## config.mk

```make
export PLATFORM = sky130hd
export DESIGN_NAME = experiment_six_core_flat
export DESIGN_NICKNAME = d
export VERILOG_FILES = /design/src/rtl/experiment_six_core_if.sv /design/src/rtl/experiment_six_core.sv /design/src/flat_wrapper.sv
export SDC_FILE = /design/constraint.sdc
export NUM_CORES = 1
export LEC_CHECK = 0
export CORE_MARGIN = 5
export CORE_UTILIZATION = 48
export CTS_CLUSTER_SIZE = 10
export DETAILED_ROUTE_END_ITERATION = 8
export GPL_TIMING_DRIVEN = 0
export PLACE_DENSITY = 0.8
export RECOVER_POWER = 100
export REMOVE_ABC_BUFFERS = 1
export SETUP_SLACK_MARGIN = 0.3
export SLEW_MARGIN = 20
export SYNTH_ARGS = -nofsm -noshare
export SYNTH_HDL_FRONTEND = slang
export SYNTH_SLANG_ARGS = --single-unit
```

## constraint.sdc

```tcl
create_clock -name clk -period 3.31 [get_ports clk]
set_input_delay 0.662 -clock clk [delete_from_list [all_inputs] [get_ports clk]]
set_output_delay 0.662 -clock clk [all_outputs]
set_load 0.01 [all_outputs]
```

## src/rtl/experiment_six_core_if.sv

```systemverilog
`default_nettype none
// ============================================================================
// Module      : experiment_six_core_if
// Description : Tile wrapper pin bundle for the experiment-six pattern core.
//               Carries the global enable, the dedicated inputs/outputs and
//               the bidirectional pin triplet (in/out/oe).
//                 ena     : global enable (1 = run, 0 = freeze all state)
//                 ui_in   : [1:0] mode, [2] direction, [6:3] prescale N,
//                           [7] bidirectional pin drive enable
//                 uo_out  : current pattern state
//                 uio_in  : parallel load data
//                 uio_out : wrap counter (or parity + wrap[6:0])
//                 uio_oe  : bidirectional pin output enables
//               master drives the inputs (wrapper / bench), slave is the core.
// Revision    : 1.0 - initial release
// ============================================================================
interface experiment_six_core_if;
    logic       ena;
    logic [7:0] ui_in;
    logic [7:0] uo_out;
    logic [7:0] uio_in;
    logic [7:0] uio_out;
    logic [7:0] uio_oe;

    modport master (
        output ena,
        output ui_in,
        output uio_in,
        input  uo_out,
        input  uio_out,
        input  uio_oe
    );

    modport slave (
        input  ena,
        input  ui_in,
        input  uio_in,
        output uo_out,
        output uio_out,
        output uio_oe
    );
endinterface
`default_nettype wire

```

## src/rtl/experiment_six_core.sv

```systemverilog
`default_nettype none
// ============================================================================
// Module      : experiment_six_core
// Description : Configurable 8-bit pattern generator. A programmable
//               prescaler produces a step strobe; on each step the pattern
//               state is held, counted up/down, advanced as an 8-bit
//               maximal-length Fibonacci LFSR, or loaded from uio_in.
//               A second 8-bit counter records wrap events and is presented
//               on the bidirectional pins.
// Ports       : clk  - clock, all state on rising edge
//               rst  - asynchronous active-high reset
//               bus  - experiment_six_core_if.slave
//                      (ena, ui_in, uo_out, uio_in, uio_out, uio_oe)
// Parameters  : LFSR_SEED  - zero-substitute value and LFSR wrap reference
//               PRESCALE_W - prescaler select width, taken from ui_in[6:3]
//                            (must not exceed 4 with the 8-bit ui_in)
// Options     : EXP6_PARITY_OUT_EN - when defined, uio_out[7] carries the
//               XOR reduction of the state and uio_out[6:0] = wrap[6:0];
//               otherwise uio_out = wrap[7:0].
// Revision    : 1.0 - initial release
// ============================================================================
module experiment_six_core #(
    parameter logic [7:0] LFSR_SEED  = 8'h01,
    parameter int         PRESCALE_W = 4
) (
    input  wire                  clk,
    input  wire                  rst,
    experiment_six_core_if.slave bus
);

    localparam logic [1:0] c_MODE_HOLD  = 2'b00;
    localparam logic [1:0] c_MODE_COUNT = 2'b01;
    localparam logic [1:0] c_MODE_LFSR  = 2'b10;
    localparam logic [1:0] c_MODE_LOAD  = 2'b11;

    // ------------------------------------------------------------------------
    // Registered state
    // ------------------------------------------------------------------------
    logic [PRESCALE_W-1:0] r_pre;
    logic [7:0]            r_state;
    logic [7:0]            r_wrap;

    // ------------------------------------------------------------------------
    // Control decode from the dedicated inputs
    // ------------------------------------------------------------------------
    logic [1:0]            w_mode;
    logic                  w_dir_down;
    logic [PRESCALE_W-1:0] w_pre_n;
    logic                  w_drive_en;

    assign w_mode     = bus.ui_in[1:0];
    assign w_dir_down = bus.ui_in[2];
    assign w_pre_n    = bus.ui_in[3 +: PRESCALE_W];
    assign w_drive_en = bus.ui_in[7];

    // Using >= rather than == means lowering N below the current count
    // produces a step on the very next enabled cycle instead of waiting
    // for the prescaler to wrap through its full width.
    logic w_step;
    assign w_step = bus.ena && (r_pre >= w_pre_n);

    // ------------------------------------------------------------------------
    // Next-state and wrap-event computation
    // ------------------------------------------------------------------------
    logic       w_lfsr_fb;
    logic [7:0] w_next;
    logic       w_wrap_inc;

    // Taps 8,6,5,4 (1-based) map to bits 7,5,4,3.
    assign w_lfsr_fb = r_state[7] ^ r_state[5] ^ r_state[4] ^ r_state[3];

    always_comb begin
        w_next     = r_state;
        w_wrap_inc = 1'b0;
        case (w_mode)
            c_MODE_HOLD: begin
                w_next     = r_state;
                w_wrap_inc = 1'b0;
            end
            c_MODE_COUNT: begin
                if (w_dir_down) begin
                    w_next     = r_state - 8'd1;
                    w_wrap_inc = (r_state == 8'h00);
                end else begin
                    w_next     = r_state + 8'd1;
                    w_wrap_inc = (r_state == 8'hFF);
                end
            end
            c_MODE_LFSR: begin
                // All-zero is the lock-up state of an XOR LFSR; substitute
                // the seed so the sequence can always start. That step also
                // lands on the seed and therefore counts as a wrap.
                if (r_state == 8'h00) begin
                    w_next = LFSR_SEED;
                end else begin
                    w_next = {r_state[6:0], w_lfsr_fb};
                end
                w_wrap_inc = (w_next == LFSR_SEED);
            end
            c_MODE_LOAD: begin
                w_next     = bus.uio_in;
                w_wrap_inc = 1'b0;
            end
            default: begin
                w_next     = r_state;
                w_wrap_inc = 1'b0;
            end
        endcase
    end

    // ------------------------------------------------------------------------
    // Sequential update; ena=0 freezes prescaler, state and wrap together.
    // ------------------------------------------------------------------------
    always_ff @(posedge clk or posedge rst) begin
        if (rst) begin
            r_pre   <= '0;
            r_state <= 8'h00;
            r_wrap  <= 8'h00;
        end else if (bus.ena) begin
            if (w_step) begin
                r_pre   <= '0;
                r_state <= w_next;
                if (w_wrap_inc) begin
                    r_wrap <= r_wrap + 8'd1;
                end
            end else begin
                r_pre <= r_pre + 1'b1;
            end
        end
    end

    // ------------------------------------------------------------------------
    // Outputs: driven straight from registers, oe straight from ui_in[7]
    // so it tracks the pin even while reset is held.
    // ------------------------------------------------------------------------
    assign bus.uo_out = r_state;
    assign bus.uio_oe = w_drive_en ? 8'hFF : 8'h00;

`ifdef EXP6_PARITY_OUT_EN
    logic w_unused_wrap_msb;
    assign w_unused_wrap_msb = r_wrap[7];
    assign bus.uio_out       = {^r_state, r_wrap[6:0]};
`else
    assign bus.uio_out = r_wrap;
`endif

endmodule
`default_nettype wire

```

## src/flat_wrapper.sv

```systemverilog
// flat-port wrapper written by rule: the top's interface ports become plain ports
module experiment_six_core_flat 
#(
    parameter logic [7:0] LFSR_SEED  = 8'h01,
    parameter int         PRESCALE_W = 4
)
  (clk, rst, bus_ena, bus_ui_in, bus_uio_in, bus_uo_out, bus_uio_out, bus_uio_oe);
  experiment_six_core_if bus_i ();
  input  wire clk;
  input  wire rst;
  input wire logic [$bits(bus_i.ena)-1:0] bus_ena;
  input wire logic [$bits(bus_i.ui_in)-1:0] bus_ui_in;
  input wire logic [$bits(bus_i.uio_in)-1:0] bus_uio_in;
  output wire logic [$bits(bus_i.uo_out)-1:0] bus_uo_out;
  output wire logic [$bits(bus_i.uio_out)-1:0] bus_uio_out;
  output wire logic [$bits(bus_i.uio_oe)-1:0] bus_uio_oe;
  assign bus_i.ena = bus_ena;
  assign bus_i.ui_in = bus_ui_in;
  assign bus_i.uio_in = bus_uio_in;
  assign bus_uo_out = bus_i.uo_out;
  assign bus_uio_out = bus_i.uio_out;
  assign bus_uio_oe = bus_i.uio_oe;
  experiment_six_core #(.LFSR_SEED(LFSR_SEED), .PRESCALE_W(PRESCALE_W)) u_core (.clk(clk), .rst(rst), .bus(bus_i));
endmodule
```

# Word-level counts from Yosys, hierarchy flattened
# Index checks and enable logic that the tools add are counted.
dict set report word_totals {
  regBits 20
  out_inout_bits 24
  word_cells 31
}
dict set report classes {
  n_addsub 4
  magnitude_cmp 1
  eq_ne 5
  n_mux 8
  bitwise 4
  n_reduce_logical 6
}
# operator count
set ops {}
lappend ops {{$mux 8} 4}
lappend ops {{$pmux 8 s3} 1}
lappend ops {{$add 8x1->8 const B} 2}
lappend ops {{$eq 8x1->1 const B} 1}
lappend ops {{$eq 8x8->1 const B} 1}
lappend ops {{$logic_not 8->1} 1}
lappend ops {{$sub 8x1->8 const B} 1}
lappend ops {{$reduce_and 3->1} 2}
lappend ops {{$add 4x1->4 const B} 1}
lappend ops {{$eq 2x2->1 const B} 2}
lappend ops {{$ge 4x4->1} 1}
lappend ops {{$mux 4} 1}
lappend ops {{$pmux 1 s3} 1}
lappend ops {{$xor 1x1->1} 3}
lappend ops {{$eq 2x1->1 const B} 1}
lappend ops {{$logic_not 2->1} 1}
lappend ops {{$reduce_or 2->1} 1}
lappend ops {{$logic_and 1x1->1} 1}
lappend ops {{$mux 1} 1}
lappend ops {{$not 1->1} 1}

# Depth between registers and ports, before layout
# Gate-level depths: netlist of the first run.
dict set report logic_depth {
  ltp_word 8
  ltp_mapped 8
  depth_no_buf 8
}

# Worst setup path before layout of the first run
# Ideal clock, no wire load.
dict set report synth_timing {
  path_kind {input port to flip-flop}
  startpoint {input bus_ui_in[1]}
  endpoint {register u_core.r_wrap[7] (netlist: u_core.bus.uio_out[7])}
  t_arrival_ns 2.418
  required_time_ns 3.186
  path_slack_ns 0.768
  stages 7
  cell_sequence {buf_6 > nand4b_1 > or4_4 > a2111oi_4 > and4_4 > nand3_2 > xnor2_1}
}
dict set report synth_via {
  elab_chain_len 4
  word_cells_on_any_way 7
  classes_between {3 x eq/ne; 1 x mux; 3 x reduce/logical}
}
# element line
set synth_lines {}
lappend synth_lines {{from (decl)} flat_wrapper.sv:12} ;# input wire logic [$bits(bus_i.ui_in)-1:0] bus_ui_in;
lappend synth_lines {{$eq 2x2->1 or $logic_not 2->1 (tied branches)} experiment_six_core.sv:75} ;# case (w_mode)
lappend synth_lines {{$reduce_or 2->1 (no line)} n/a}
lappend synth_lines {{$pmux 1 s3 (*)} experiment_six_core.sv:75}
lappend synth_lines {{$reduce_and 3->1 (no line) (*)} n/a}
lappend synth_lines {{to (signal assigned)} experiment_six_core.sv:124} ;# r_wrap <= r_wrap + 8'd1;
lappend synth_lines {{to (decl)} experiment_six_core.sv:41} ;# logic [7:0] r_wrap;
# Mark *: on every way between the ends. The rest lies on a longest branch, timed or not.
# A chain may end at the register's enable or synchronous reset.

# Worst setup path in the final report of the first run
dict set report layout_timing {
  startpoint {input bus_ui_in[0]}
  endpoint {register u_core.r_wrap[7] (netlist: u_core.bus.uio_out[7])}
}
# Same word-level chain as after synthesis.

==> reports/results.ini, run 1 <==
[floorplan]
die_y_um = 67.5
ios = 43
core-area_mm2 = 0.00310
rows = 20
start_util_pct = 51.2
fp.dieW_um = 67.5
dieArea_mm2 = 0.00456

[finish]
n_antenna_cell = 0
nets = 229
finalCoreUtilization_pct = 61.1
fillers = 296
syn_to_final_growth_pct = 19.4
drive_gt1_share_pct = 8.72

[critical_path]
critical_path.slowest_cell = dlygate4sd2_1
worstSetupEndpoint = u_core.bus.uio_out[7]
worstSetupPathType = input port to register
critPathCaptureType = register
cp_top_family = simple AND/OR/NAND/NOR gates
regToRegSetupSlack_ns = 0.81
startpoint_type = input port
required_ns = 3.51
r2r_cells = 6
worstPathArrival_ns = 3.07
reg2reg_to = u_core.bus.uio_out[7]
critical_path.cell_chain = dlygate4sd2_1 -> nand4b_1 -> or4_1 -> a2111oi_4 -> and4_2 -> nand3_1 -> xnor2_1
critPathMaxStageDelay_ns = 0.58
reg2reg_from = u_core.bus.uo_out[0]
crit_path_max_fanout = 13
path_depth = 7
path_buf_inv = 1
startpoint = bus_ui_in[0]

[detailed_routing]
wirelength_um = 3540
drt-pass1-iter-count = 4
wire_per_inst_um = 14.8
vias = 1326
ant_nets = 0
drt_iter0_markers = 61
drc = 0
vias_per_cell = 5.55

[flow_run]
cap_viol_max_count = 0

[timing]
tightest_slew_ns = 0.776
fmax_mhz = 349
slew_violations = 0
finalCritPeriodShare_pct = 86.6
period_minus_slack_ns = 2.87
setup_violations = 0
slew_headroom_pct = 48.2
setup_ws_ns = 0.442
fin_skew_ns = 0.00239
rsz0062_at_grt = false
setup_tns_ns = 0
hold_violations = 0

[power]
powerDensity_mw_per_mm2 = 689
ir_worst_vdd_mv = 0.223
cellLeakagePower_nw = 0.863

[synth]
synth_top_family_by_area = simple AND/OR/NAND/NOR gates
synth_xor_area_share_pct = 7.17
async_flop_share_pct = 100
synth-edff-count = 0
synth_ff_type = dfrtp_1
synth_cell_types = 39
synth_compound_area_share_pct = 14.4
syn_area_mm2 = 0.00159
ys_ff_latch = 20
yosysSeqAreaShare_pct = 31.5
synth.avg_cell_area_um2 = 9.29
synth_warnings = 0
yosys.area_share.simple_pct = 17.6
synthMuxAreaShare_pct = 9.37
netlist_instances = 171
synthAdderAreaFrac_pct = 10.7

[grt]
grt_pass1_wl_um = 5980
grt_usage_pct = 17.2
grt-busiest-layer = met2
grt_pass1_vias = 1409
met1_usage_pct = 19.3
gr-usage-met3_pct = 4.33
antenna_found_initial = 0
grtUsageMet2_pct = 31.6
grt.overflow.total = 0
grt_max_degree = 21

[clocking]
clk_latency_ns = 0.31
clk_path_buf_depth = 2
cts_buffers = 3
cts_setup_buffers = 0
clock-sinks = 20
cts.root.buffer_cell = clkbuf_4
path_clk_slew_ns = 0.11
cts_tree = yes
htree_levels = 1
hold_buffers = 0

[placed_design]
gp_congestion = 0.857
port_buffers = 33
dp_slack_ns = -0.167
dp_hpwl_um = 2640

[hold_path]
hold_class = register to register

[run_status]
outcome = finished clean

where the power goes:
| part | internal, mW | total, mW | switching [mW] |
|---|---|---|---|
| combinational | 0.383 | 0.759 | 0.376 |
| sequential | 0.317 | 0.429 | 0.112 |
| clock | 0.0426 | 0.119 | 0.0765 |
| total | 0.742 | 1.31 | 0.564 |
registers in the layout, summed over array words and instances, names as in the netlist:
signal / cells
u_core.bus.uio_out: 8
u_core.bus.uo_out: 8
u_core.r_pre: 4
cells in the mapped netlist (2+ instances only):
cell type / instances / area [µm²]
nor2b_1: 2 / 12.5
inv_1: 14 / 52.6
nor2_1: 8 / 30.0
nand4_1: 4 / 25.0
nand2b_1: 2 / 12.5
ha_1: 12 / 150
o41ai_1: 2 / 17.5
dfrtp_1: 20 / 500
mux2i_1: 7 / 70.1
nor3_1: 4 / 20.0
nand2_1: 14 / 52.6
mux2_2: 7 / 78.8
xor2_1: 4 / 35.0
clkbuf_1: 2 / 7.51
buf_6: 2 / 22.5
o21ai_0: 11 / 55.1
nand3_1: 5 / 25.0
xnor2_1: 9 / 78.8
a21oi_1: 12 / 60.1
or4_4: 2 / 22.5
buf_4: 8 / 60.1
and3_1: 3 / 18.8
worst min path at each step:
stage	end	depth (start not counted)	slack (ns)	start
floorplan	u_core.r_pre[3]	1	0.46	u_core.r_pre[3]
global placement	u_core.bus.uio_out[7]	1	0.46	u_core.bus.uio_out[7]
detailed placement	u_core.bus.uio_out[7]	1	0.47	u_core.bus.uio_out[7]
CTS	u_core.bus.uio_out[7]	1	0.50	u_core.bus.uio_out[7]
global route	u_core.bus.uio_out[4]	1	0.54	u_core.bus.uio_out[4]
finish	u_core.bus.uio_out[7]	1	0.49	u_core.bus.uio_out[7]
cell usage in the layout (no fill, tap or decap), drive strengths merged, types with 2 or more instances in the layout:
cell type	instances
nand2	14
and3	3
o41ai	2
dlygate4sd2	2
or3	2
a21oi	12
dlygate4sd3	18
xor2	4
nand2b	2
dfrtp	20
clkbuf	4
nand4	4
nor2	8
nor3	4
nor2b	2
inv	14
or4	2
clkdlybuf4s50	12
o21ai	11
a2111oi	2
xnor2	9
nand3	6
ha	12
mux2	7
mux2i	7
routing by layer:
metal / wire length [µm] / vias up
met5: 0 / -
met4: 46 / 0
met3: 235 / 5
met2: 1800 / 39
met1: 1460 / 630
li1: - / 652
repair_timing:
| action | CTS | global route |
|---|---|---|
| pin swaps | 0 | 0 |
| setup endpoints to repair | 3 | 1 |
| endpoints found under the hold margin | 0 | 0 |
| gates resized for setup | 2 | 1 |
cell type report:
class                   instances  area, µm²  area share, %
inverters                      14       52.6           2.77
multi-input cells             124        932           49.1
clock buffers                   3       22.5           1.19
well taps                      44       55.1           2.90
flip-flops and latches         20        500           26.4
repair buffers                 34        334           17.6
logic make-up after synthesis:
group                    count (synthesis)
AO/OA/AOI/OAI                           33
XOR/XNOR                                13
adder cells (fa/ha/maj)                 13
buffers and inverters                   27
flip-flops                              20
multiplexers                            14
AND/OR/NAND/NOR                         51
worst reg2reg max path, cell delays in order, from the launching register on:
cell and delay (ns):
dfrtp_1 0.48, or4_4 0.54, a211o_1 0.31, a2111oi_4 0.50, and4_2 0.33, nand3_1 0.09
xnor2_1 0.13
through the flow:
stage | hold slack, ns | power, mW | instances | cell area [µm²]
finish | 0.487 | 1.31 | 239 | 1900
global route | 0.537 | 1.43 | 239 | 1900
CTS | 0.501 | 1.34 | 239 | 1910
detailed placement | 0.473 | 1.22 | 236 | 1890
global placement | 0.462 | 1.17 | 235 | 1880
floorplan | 0.461 | 0.953 | 158 | 1500
Note: power is estimated with default switching activity, not from simulation.
==> run 2: changes to the inputs <==
--- a/config.mk
+++ b/config.mk
@@ -7,7 +7,7 @@
 export LEC_CHECK = 0
 export CORE_MARGIN = 5
 export CORE_UTILIZATION = 48
-export CTS_CLUSTER_SIZE = 10
+export CTS_CLUSTER_SIZE = 40
 export DETAILED_ROUTE_END_ITERATION = 8
 export GPL_TIMING_DRIVEN = 0
 export PLACE_DENSITY = 0.8
==> results of run 2 <==
Final layout, timing and power as in run 1 (identical DEF).
==> run 3: changes to the inputs <==
--- a/config.mk
+++ b/config.mk
@@ -7,6 +7,7 @@
 export LEC_CHECK = 0
 export CORE_MARGIN = 5
 export CORE_UTILIZATION = 48
+export CTS_CLUSTER_DIAMETER = 60
 export CTS_CLUSTER_SIZE = 40
 export DETAILED_ROUTE_END_ITERATION = 8
 export GPL_TIMING_DRIVEN = 0
==> results of run 3 <==
Final layout, timing and power as in run 1 (identical DEF).
